`src/rtl/ex_stage.sv`:
```
`default_nettype none
// ============================================================================
// Module   : ex_stage (with helper module alu)
// Brief    : LoongArch execute stage: ID->EX register, ALU, multiplier,
//            radix-2 restoring divider and data-SRAM request generation.
// Revision : 1.0 - initial release
// ============================================================================

module alu (
    input  logic [11:0] alu_op,
    input  logic [31:0] alu_src1,
    input  logic [31:0] alu_src2,
    output logic [31:0] alu_result
);
    // One-hot opcode: add sub slt sltu and nor or xor sll srl sra lui
    logic [31:0] w_sum;
    logic [31:0] w_diff;
    logic        w_slt;
    logic        w_sltu;
    logic [31:0] w_sra;

    assign w_sum  = alu_src1 + alu_src2;
    assign w_diff = alu_src1 - alu_src2;
    assign w_slt  = $signed(alu_src1) < $signed(alu_src2);
    assign w_sltu = alu_src1 < alu_src2;
    assign w_sra  = $signed(alu_src1) >>> alu_src2[4:0];

    assign alu_result = ({32{alu_op[0]}}  & w_sum)
                      | ({32{alu_op[1]}}  & w_diff)
                      | ({32{alu_op[2]}}  & {31'b0, w_slt})
                      | ({32{alu_op[3]}}  & {31'b0, w_sltu})
                      | ({32{alu_op[4]}}  & (alu_src1 & alu_src2))
                      | ({32{alu_op[5]}}  & ~(alu_src1 | alu_src2))
                      | ({32{alu_op[6]}}  & (alu_src1 | alu_src2))
                      | ({32{alu_op[7]}}  & (alu_src1 ^ alu_src2))
                      | ({32{alu_op[8]}}  & (alu_src1 << alu_src2[4:0]))
                      | ({32{alu_op[9]}}  & (alu_src1 >> alu_src2[4:0]))
                      | ({32{alu_op[10]}} & w_sra)
                      | ({32{alu_op[11]}} & alu_src2);
endmodule

module ex_stage (
    input  logic         clk,
    input  logic         resetn,
    input  logic         ID_valid,
    input  logic         ID_ready_go,
    output logic         EX_allow_in,
    input  logic [11:0]  id_alu_op,
    input  logic [31:0]  id_src1,
    input  logic [31:0]  id_src2,
    input  logic [31:0]  id_rkd_value,
    input  logic [6:0]   id_md_op,
    input  logic [4:0]   id_ld_ctrl,
    input  logic [2:0]   id_st_ctrl,
    input  logic         id_rf_we,
    input  logic         id_res_from_mem,
    input  logic [4:0]   id_rf_waddr,
    input  logic [31:0]  id_pc,
    input  logic         MEM_allow_in,
    output logic         EX_ready_go,
    output logic         EXreg_valid,
    output logic [140:0] EXreg_bus,
    output logic [38:0]  EX_bypass_bus,
    output logic         data_sram_en,
    output logic [3:0]   data_sram_we,
    output logic [31:0]  data_sram_addr,
    output logic [31:0]  data_sram_wdata
);
    localparam logic [1:0] S_IDLE = 2'd0;
    localparam logic [1:0] S_BUSY = 2'd1;
    localparam logic [1:0] S_DONE = 2'd2;

    logic        r_valid;
    logic [11:0] r_alu_op;
    logic [31:0] r_src1;
    logic [31:0] r_src2;
    logic [31:0] r_rkd_value;
    logic [6:0]  r_md_op;
    logic [4:0]  r_ld_ctrl;
    logic [2:0]  r_st_ctrl;
    logic        r_rf_we;
    logic        r_res_from_mem;
    logic [4:0]  r_rf_waddr;
    logic [31:0] r_pc;

    logic [1:0]  r_state;
    logic [4:0]  r_cnt;
    logic [31:0] r_dvd;
    logic [31:0] r_divisor;
    logic [31:0] r_rem;
    logic [31:0] r_quo;

    logic        w_in_fire;
    logic [31:0] w_alu_result;
    logic        w_div_op;
    logic        w_div_signed;
    logic        w_src1_neg;
    logic        w_src2_neg;
    logic [31:0] w_abs1;
    logic [31:0] w_abs2;
    logic [32:0] w_shift;
    logic [32:0] w_trial;
    logic        w_ge;
    logic        w_div_zero;
    logic [31:0] w_quo_fix;
    logic [31:0] w_rem_fix;
    logic        w_mul_signed;
    logic [32:0] w_m1;
    logic [32:0] w_m2;
    logic [63:0] w_product;
    logic [31:0] w_mul_result;
    logic        w_mul;
    logic [31:0] w_ex_result;
    logic        w_mem_op;

    assign w_in_fire   = ID_valid & ID_ready_go;
    assign EX_allow_in = ~r_valid | (EX_ready_go & MEM_allow_in);

    always_ff @(posedge clk or negedge resetn) begin
        if (!resetn) begin
            r_valid        <= 1'b0;
            r_alu_op       <= '0;
            r_src1         <= '0;
            r_src2         <= '0;
            r_rkd_value    <= '0;
            r_md_op        <= '0;
            r_ld_ctrl      <= '0;
            r_st_ctrl      <= '0;
            r_rf_we        <= 1'b0;
            r_res_from_mem <= 1'b0;
            r_rf_waddr     <= '0;
            r_pc           <= '0;
        end else if (EX_allow_in) begin
            r_valid <= w_in_fire;
            if (w_in_fire) begin
                r_alu_op       <= id_alu_op;
                r_src1         <= id_src1;
                r_src2         <= id_src2;
                r_rkd_value    <= id_rkd_value;
                r_md_op        <= id_md_op;
                r_ld_ctrl      <= id_ld_ctrl;
                r_st_ctrl      <= id_st_ctrl;
                r_rf_we        <= id_rf_we;
                r_res_from_mem <= id_res_from_mem;
                r_rf_waddr     <= id_rf_waddr;
                r_pc           <= id_pc;
            end
        end
    end

    alu u_alu (
        .alu_op     (r_alu_op),
        .alu_src1   (r_src1),
        .alu_src2   (r_src2),
        .alu_result (w_alu_result)
    );

    // Multiplier: 33-bit extension lets one signed multiply serve all three ops
    assign w_mul_signed = ~r_md_op[4];
    assign w_m1         = {w_mul_signed & r_src1[31], r_src1};
    assign w_m2         = {w_mul_signed & r_src2[31], r_src2};
    assign w_product    = $signed(w_m1) * $signed(w_m2);
    assign w_mul_result = r_md_op[6] ? w_product[31:0] : w_product[63:32];
    assign w_mul        = |r_md_op[6:4];

    assign w_div_op     = |r_md_op[3:0];
    assign w_div_signed = r_md_op[3] | r_md_op[1];
    assign w_src1_neg   = w_div_signed & r_src1[31];
    assign w_src2_neg   = w_div_signed & r_src2[31];
    assign w_abs1       = w_src1_neg ? (32'd0 - r_src1) : r_src1;
    assign w_abs2       = w_src2_neg ? (32'd0 - r_src2) : r_src2;

    // Restoring step: shift in next dividend bit, subtract if it fits
    assign w_shift = {r_rem, r_dvd[31]};
    assign w_trial = w_shift - {1'b0, r_divisor};
    assign w_ge    = ~w_trial[32];

    always_ff @(posedge clk or negedge resetn) begin
        if (!resetn) begin
            r_state   <= S_IDLE;
            r_cnt     <= '0;
            r_dvd     <= '0;
            r_divisor <= '0;
            r_rem     <= '0;
            r_quo     <= '0;
        end else begin
            case (r_state)
                S_IDLE: begin
                    if (r_valid & w_div_op) begin
                        r_state   <= S_BUSY;
                        r_cnt     <= '0;
                        r_dvd     <= w_abs1;
                        r_divisor <= w_abs2;
                        r_rem     <= '0;
                        r_quo     <= '0;
                    end
                end
                S_BUSY: begin
                    r_rem <= w_ge ? w_trial[31:0] : w_shift[31:0];
                    r_dvd <= {r_dvd[30:0], 1'b0};
                    r_quo <= {r_quo[30:0], w_ge};
                    r_cnt <= r_cnt + 5'd1;
                    if (r_cnt == 5'd31) begin
                        r_state <= S_DONE;
                    end
                end
                S_DONE: begin
                    if (EX_ready_go & MEM_allow_in) begin
                        r_state <= S_IDLE;
                    end
                end
                default: r_state <= S_IDLE;
            endcase
        end
    end

    // Sign fix-up reads the held operands, so the result is stable in DONE
    assign w_div_zero = (r_src2 == 32'd0);
    assign w_quo_fix  = w_div_zero ? 32'hFFFF_FFFF :
                        (w_src1_neg ^ w_src2_neg) ? (32'd0 - r_quo) : r_quo;
    assign w_rem_fix  = w_div_zero ? r_src1 :
                        w_src1_neg ? (32'd0 - r_rem) : r_rem;

    assign EX_ready_go = ~w_div_op | (r_state == S_DONE);
    assign w_ex_result = (r_md_op[3] | r_md_op[2]) ? w_quo_fix :
                         (r_md_op[1] | r_md_op[0]) ? w_rem_fix : w_alu_result;

    assign w_mem_op       = (|r_ld_ctrl) | (|r_st_ctrl);
    assign data_sram_en   = r_valid & EX_ready_go & MEM_allow_in & w_mem_op;
    assign data_sram_addr = w_alu_result;

    always_comb begin
        data_sram_we    = 4'b0000;
        data_sram_wdata = r_rkd_value;
        if (r_st_ctrl[1]) begin
            data_sram_wdata = {2{r_rkd_value[15:0]}};
        end else if (r_st_ctrl[0]) begin
            data_sram_wdata = {4{r_rkd_value[7:0]}};
        end
        if (data_sram_en) begin
            if (r_st_ctrl[2]) begin
                data_sram_we = 4'b1111;
            end else if (r_st_ctrl[1]) begin
                data_sram_we = w_alu_result[1] ? 4'b1100 : 4'b0011;
            end else if (r_st_ctrl[0]) begin
                data_sram_we = 4'b0001 << w_alu_result[1:0];
            end
        end
    end

    assign EXreg_valid   = r_valid;
    assign EXreg_bus     = {w_mul, w_mul_result, w_ex_result, r_rkd_value, r_ld_ctrl,
                            r_rf_we, r_res_from_mem, r_rf_waddr, r_pc};
    assign EX_bypass_bus = {r_rf_waddr, r_rf_we & r_valid, r_res_from_mem & r_valid,
                            w_ex_result};
endmodule

`default_nettype wire

```
`config.mk`:
```
export PLATFORM = sky130hd
export DESIGN_NAME = ex_stage
export DESIGN_NICKNAME = d
export VERILOG_FILES = /design/src/rtl/ex_stage.sv
export SDC_FILE = /design/constraint.sdc
export NUM_CORES = 2
export LEC_CHECK = 0
export BUFFER_PORTS_ARGS = -buffer_cell sky130_fd_sc_hd__clkbuf_2
export CORE_UTILIZATION = 45
export CTS_CLUSTER_SIZE = 28
export DETAILED_ROUTE_END_ITERATION = 6
export PLACE_DENSITY = 0.65
export SYNTH_ARGS = -nofsm -noshare
export SYNTH_HDL_FRONTEND = slang
export SYNTH_SLANG_ARGS = --single-unit
```
`constraint.sdc`:
```
create_clock -name clk -period 22.1 [get_ports clk]
set_clock_uncertainty 0.15 [all_clocks]
set_input_delay 4.42 -clock clk [delete_from_list [all_inputs] [get_ports clk]]
set_output_delay 4.42 -clock clk [all_outputs]
set_load 0.005 [all_outputs]
```
* Word level (Yosys, flattened, before mapping) *
Index checks and enable logic that the tools add are counted.

storage, ports and cells
  bits in registers = 298
  input port bits = 167
  output and inout port bits = 252
  word-level logic and storage cells = 128

cells by class
  add/subtract/negate cells = 8
  multiply operators = 1
  order comparisons = 2
  equality and inequality tests = 6
  shift-type cells = 4
  mux-type cells = 28
  bitwise operators = 50
  reduce and logical (&&, ||, !) cells = 11

operator list
  operator                                           count
  two-way mux 32 bit                                 14
  OR 32 bit                                          12
  bitwise AND 32 bit                                 11
  case mux 32 bit (2 select lines)                   3
  subtractor 1 x 32 -> 32 bit, first input constant  4
  bitwise AND 32 x 1 -> 32 bit                       2
  < comparator 32 bit                                2
  multiplier 33 x 33 -> 64 bit                       1
  subtractor 33 x 32 -> 33 bit                       1
  adder 32 bit                                       1
  logical NOT 32 bit                                 1
  NOT 32 bit                                         1
  << shifter 32 x 5 -> 32 bit                        1
  >> shifter 32 x 5 -> 32 bit                        1
  >>> shifter 32 x 5 -> 32 bit                       1
  subtractor 32 bit                                  1
  bitwise XOR 32 bit                                 1
  two-way mux 4 bit                                  5
  bitwise AND 1 bit                                  12
  case mux 5 bit (2 select lines)                    1
  two-way mux 2 bit                                  3
  != test 2 bit, second input constant               3
  OR 1 bit                                           6
  case mux 2 bit (3 select lines)                    1
  other kinds (15)                                   21

* Logic depth before layout (Yosys ltp) *
  word-level depth = 18
  depth in mapped cells = 35
  gate-level depth less buffers = 30

* By module *
From an unflattened synthesis, not the netlist that was laid out.

unflattened totals
  cells, all modules = 7335
  area total of the unflattened synthesis = 65006.1 µm²

modules (own cells, without submodules)
  module    times used  cells an instance  area an instance (µm²)
  ex_stage  1           6052               55640.9
  alu       1           1283               9365.2

* Worst setup path before layout *
No wires, ideal clock.

  kind = flip-flop to output port
  from = register r_src2[1]
  to = output EXreg_bus[139]
  arrival = 9117 ps
  data required time = 17530 ps
  setup slack = 8413 ps
  stages on the path, launching flop included = 32
  path through = dfrtp_1 -> buf_2 -> clkbuf_1 -> clkbuf_1 -> clkbuf_1 -> buf_1 -> nand2_1 -> inv_1 -> fa_1 -> fa_1 -> fa_1 -> fa_1 -> inv_1 -> fa_1 -> inv_1 -> fa_1 -> inv_1 -> fa_1 -> fa_1 -> inv_1 -> ha_1 -> and3_1 -> nand2_1 -> or3_1 -> nor2_2 -> a31oi_1 -> a311oi_2 -> o21ai_2 -> a21oi_2 -> a21oi_2 -> or4_1 -> nand3_1

on the way
  longest elaborated chain between the ends = 2

RTL lines
  what                          RTL line  source
  start: declaration            76        logic [31:0] r_src2;
  start signal: assignment      138       r_src2 <= id_src2;
  multiplier 33 x 33 -> 64 bit  162       assign w_product = $signed(w_m1) * $signed(w_m2);
  two-way mux 32 bit            163       assign w_mul_result = r_md_op[6] ? w_product[31:0] : w_product[63:32];
  end: declaration              62        output logic [140:0] EXreg_bus,

No other way between the ends.

* Worst setup path after layout *
  from = register r_src2[8]
  to = output EXreg_bus[139]

The elaborated chain is that of the path after synthesis.

==> PnR_summary.wiki <==
{| class="wikitable"
! Metric !! Value
|-
| Worst path most repeated cell || sky130_fd_sc_hd__fa_1
|-
| Total area of multi-input combinational cells || 0.0487 sq mm
|-
| IO Pins || 419
|-
| Shortest clock period the worst path allows after layout || 15.50 ns
|-
| Fraction of final layout cells sized beyond drive strength 1 || 11.6%
|-
| Commonest register cell after synthesis || sky130_fd_sc_hd__dfrtp_1
|-
| Number of DRC violations after detailed-routing iteration 0 || 6361
|-
| Endpoint class of the critical path || output port
|-
| Average wire length per cell after detail routing || 26.9 um
|-
| Largest net degree at the start of global routing || 107
|-
| Post-detailed-route via-to-cell ratio || 5.94
|-
| Area growth from synthesis to layout || 7.31%
|-
| Number of input and output port buffers inserted || 418
|-
| Part of the cycle the worst path needs || 70.1%
|-
| Seq/Total Area, Yosys || 11.8%
|-
| Maximum number of buffers from clock root to sink || 3
|-
| Worst slew margin || 2.31%
|-
| Synth top area cells || sky130_fd_sc_hd__fa_1, sky130_fd_sc_hd__dfrtp_1, sky130_fd_sc_hd__inv_1, sky130_fd_sc_hd__ha_1, sky130_fd_sc_hd__nand2_1
|-
| Final setup violation count || 0
|-
| First-pass iteration count of the detailed router || 7
|-
| TritonCTS clock tree || built
|-
| Overall die width || 376 um
|-
| Critical path type || reg2out
|-
| Slew at the pin with the worst max-slew slack || 1.46 ns
|-
| Biggest area consumer among synthesized cells || sky130_fd_sc_hd__fa_1
|-
| # hold bufs at CTS || 0
|-
| Violated checks || design-rule violations
|-
| Die Outline Area || 0.142 sq mm
|-
| Core Util, Final || 48.6%
|-
| Antenna violation net count after detailed routing || 0
|-
| Number of post-CTS setup repair buffers || 0
|-
| Number of gates given a new drive strength after cts || 0
|-
| Detail Placement HPWL || 194000 um
|-
| Max incr delay on CP || 0.89 ns
|-
| Initial core utilization || 45.3%
|-
| Overall global routing resource usage || 35.5%
|-
| Site row count || 137
|-
| Master cell of the clock root buffer || sky130_fd_sc_hd__clkbuf_16
|-
| Final slew viol count || 0
|-
| Highest fanout seen on the critical path || 33
|-
| Post-Synthesis Cell Area || 0.0631 sq mm
|-
| Per-instance average area after synthesis || 8.59 sq um
|-
| Fillers || 13.4k
|-
| Achievable clock frequency || 0.0645 GHz
|-
| Total of flip-flops plus latches after synthesis || 298
|-
| Clock net sink count || 298
|-
| Clock buffer count from CTS || 36
|-
| Number of H-tree levels || 2
|-
| FFs w/ async S/R, synth || 100%
|-
| First-pass GRT wire length || 372000 um
|-
| Unique masters post-synth || 104
|-
| Library cell with the highest instance count after synthesis || sky130_fd_sc_hd__inv_1
|-
| Core ar. || 0.139 sq mm
|-
| Layout net count || 9066
|-
| Data arrival time of the worst path || 10.93 ns
|-
| Setup TNS || 0 ns
|-
| Worst-path cell with the longest stage delay || sky130_fd_sc_hd__fa_1
|-
| Most used standard cells in the synthesized netlist || sky130_fd_sc_hd__inv_1, sky130_fd_sc_hd__nand2_1, sky130_fd_sc_hd__fa_1
|-
| Die height || 376 um
|-
| Number of antenna violations at the first check in global routing || 4
|-
| Final wirelength || 251000 um
|-
| Reg2reg setup slack || 16.95 ns
|-
| Outcome || complete, but fails checks
|-
| Area fraction of the dominant cell type after synthesis || 35.8%
|-
| Area taken by flip-flops and latches || 0.00747 sq mm
|-
| Required time of the critical path || 17.53 ns
|-
| Overflow left after global routing || 0
|-
| Unrepaired setup endpoints after global routing || no
|-
| Post-synthesis instance total || 7344
|-
| Syn nets || 8986
|-
| Maximum capacitance violations || 0
|-
| Clock insertion delay at the later pin of the skew report || 0.60 ns
|-
| Overall via count from detail_route || 55.4k
|-
| Register clock-pin slew on the reported worst setup and hold paths || 0.07 ns
|-
| Warnings from Yosys || 0
|-
| Count of flip-flops with a built-in enable after synthesis || 0
|-
| Via count of the first global-routing pass || 55.3k
|-
| Type of the most critical hold path || reg2reg
|-
| Remaining routing DRC violations || 3
|-
| Last weighted congestion value of the routability-driven placer || 1.02
|-
| Fin. Hold Viols || 0
|-
| Crit start category || register
|}
[cell families after synthesis]
group / count (synthesis) / share of synthesized area, %
fa+ha+maj: 1475 / 42.7
mux: 272 / 5.04
simple gates: 2062 / 13.6
flops: 298 / 11.8
xor+xnor: 263 / 3.66
buf+inv: 1795 / 11.1
compound gates: 1179 / 12.1
[stage by stage]
stage                     hold slack [ns]  setup slack [ns]  area [sq um]  std cells
final                               0.330              6.60         67700       9329
after CTS                           0.336              6.67         67700       9325
after global routing                0.360              6.25         67700       9325
after global placement              0.315              7.52         66500       9262
after floorplan                     0.300              8.41         63100       7344
after detailed placement            0.323              7.36         66500       9262
[layer usage]
metal	part of all wire (%)	wire length, um	GRT usage [%]	up-vias
met5	0.041	103	0	-
met4	5.4	13400	16.0	10
met3	12	29900	10.0	624
met2	43	108000	51.9	3377
met1	40	99800	48.9	28175
li1	-	-	-	23259
[placed cells by master (no fill, tap or decap), types with 59 or more instances in the layout]
master / instances
sky130_fd_sc_hd__nand2_1: 1143
sky130_fd_sc_hd__ha_1: 347
sky130_fd_sc_hd__fa_1: 1128
sky130_fd_sc_hd__a21oi_1: 230
sky130_fd_sc_hd__xnor2_1: 195
sky130_fd_sc_hd__nand3_1: 86
sky130_fd_sc_hd__xor2_1: 67
sky130_fd_sc_hd__buf_4: 142
sky130_fd_sc_hd__o21ai_0: 365
sky130_fd_sc_hd__mux2i_1: 124
sky130_fd_sc_hd__dfrtp_1: 290
sky130_fd_sc_hd__inv_1: 1243
sky130_fd_sc_hd__nor3_1: 59
sky130_fd_sc_hd__mux2_2: 123
sky130_fd_sc_hd__nor2_1: 556
sky130_fd_sc_hd__clkbuf_2: 417
sky130_fd_sc_hd__a21o_1: 66
[worst max-delay path: cells and delay by family (launching register included)]
family,cells,cell delay (ns)
AO/OA/AOI/OAI,5,0.86
buffers and inverters,9,2.06
adder cells (fa/ha/maj),9,4.85
flip-flops,1,0.41
AND/OR/NAND/NOR,7,2.06
[sequential cells by signal (all words and copies together), names as in the netlist, 7 cells and up]
register     flops
r_md_op          7
r_src2          32
r_alu_op        12
r_pc            32
r_quo           32
r_src1          32
r_rem           32
r_dvd           32
r_rkd_value     32
r_divisor       32
[worst paths after layout]
path,depth (start not counted),from,end
max,30,r_src2[8],EXreg_bus[139]
min,2,r_divisor[21],r_divisor[21]
max reg2reg,10,r_md_op[3],r_src1[13]
min reg2reg,2,r_divisor[21],r_divisor[21]
max in group asynchronous,3,resetn,r_src1[31]
min in group asynchronous,1,resetn,r_src2[8]
[layout make-up]
cell class / instances / share of cell area (%)
multi-input cells: 5251 / 71.9
flip-flops and latches: 298 / 11.0
inverters: 1277 / 7.08
repair buffers: 560 / 4.68
well taps: 1876 / 3.47
clock buffers: 50 / 1.51
clock inverters: 13 / 0.259
diodes: 4 / 0.0148
Power is not shown: default switching activity piles up to over one toggle a cycle in this logic, so the estimate is an artifact.
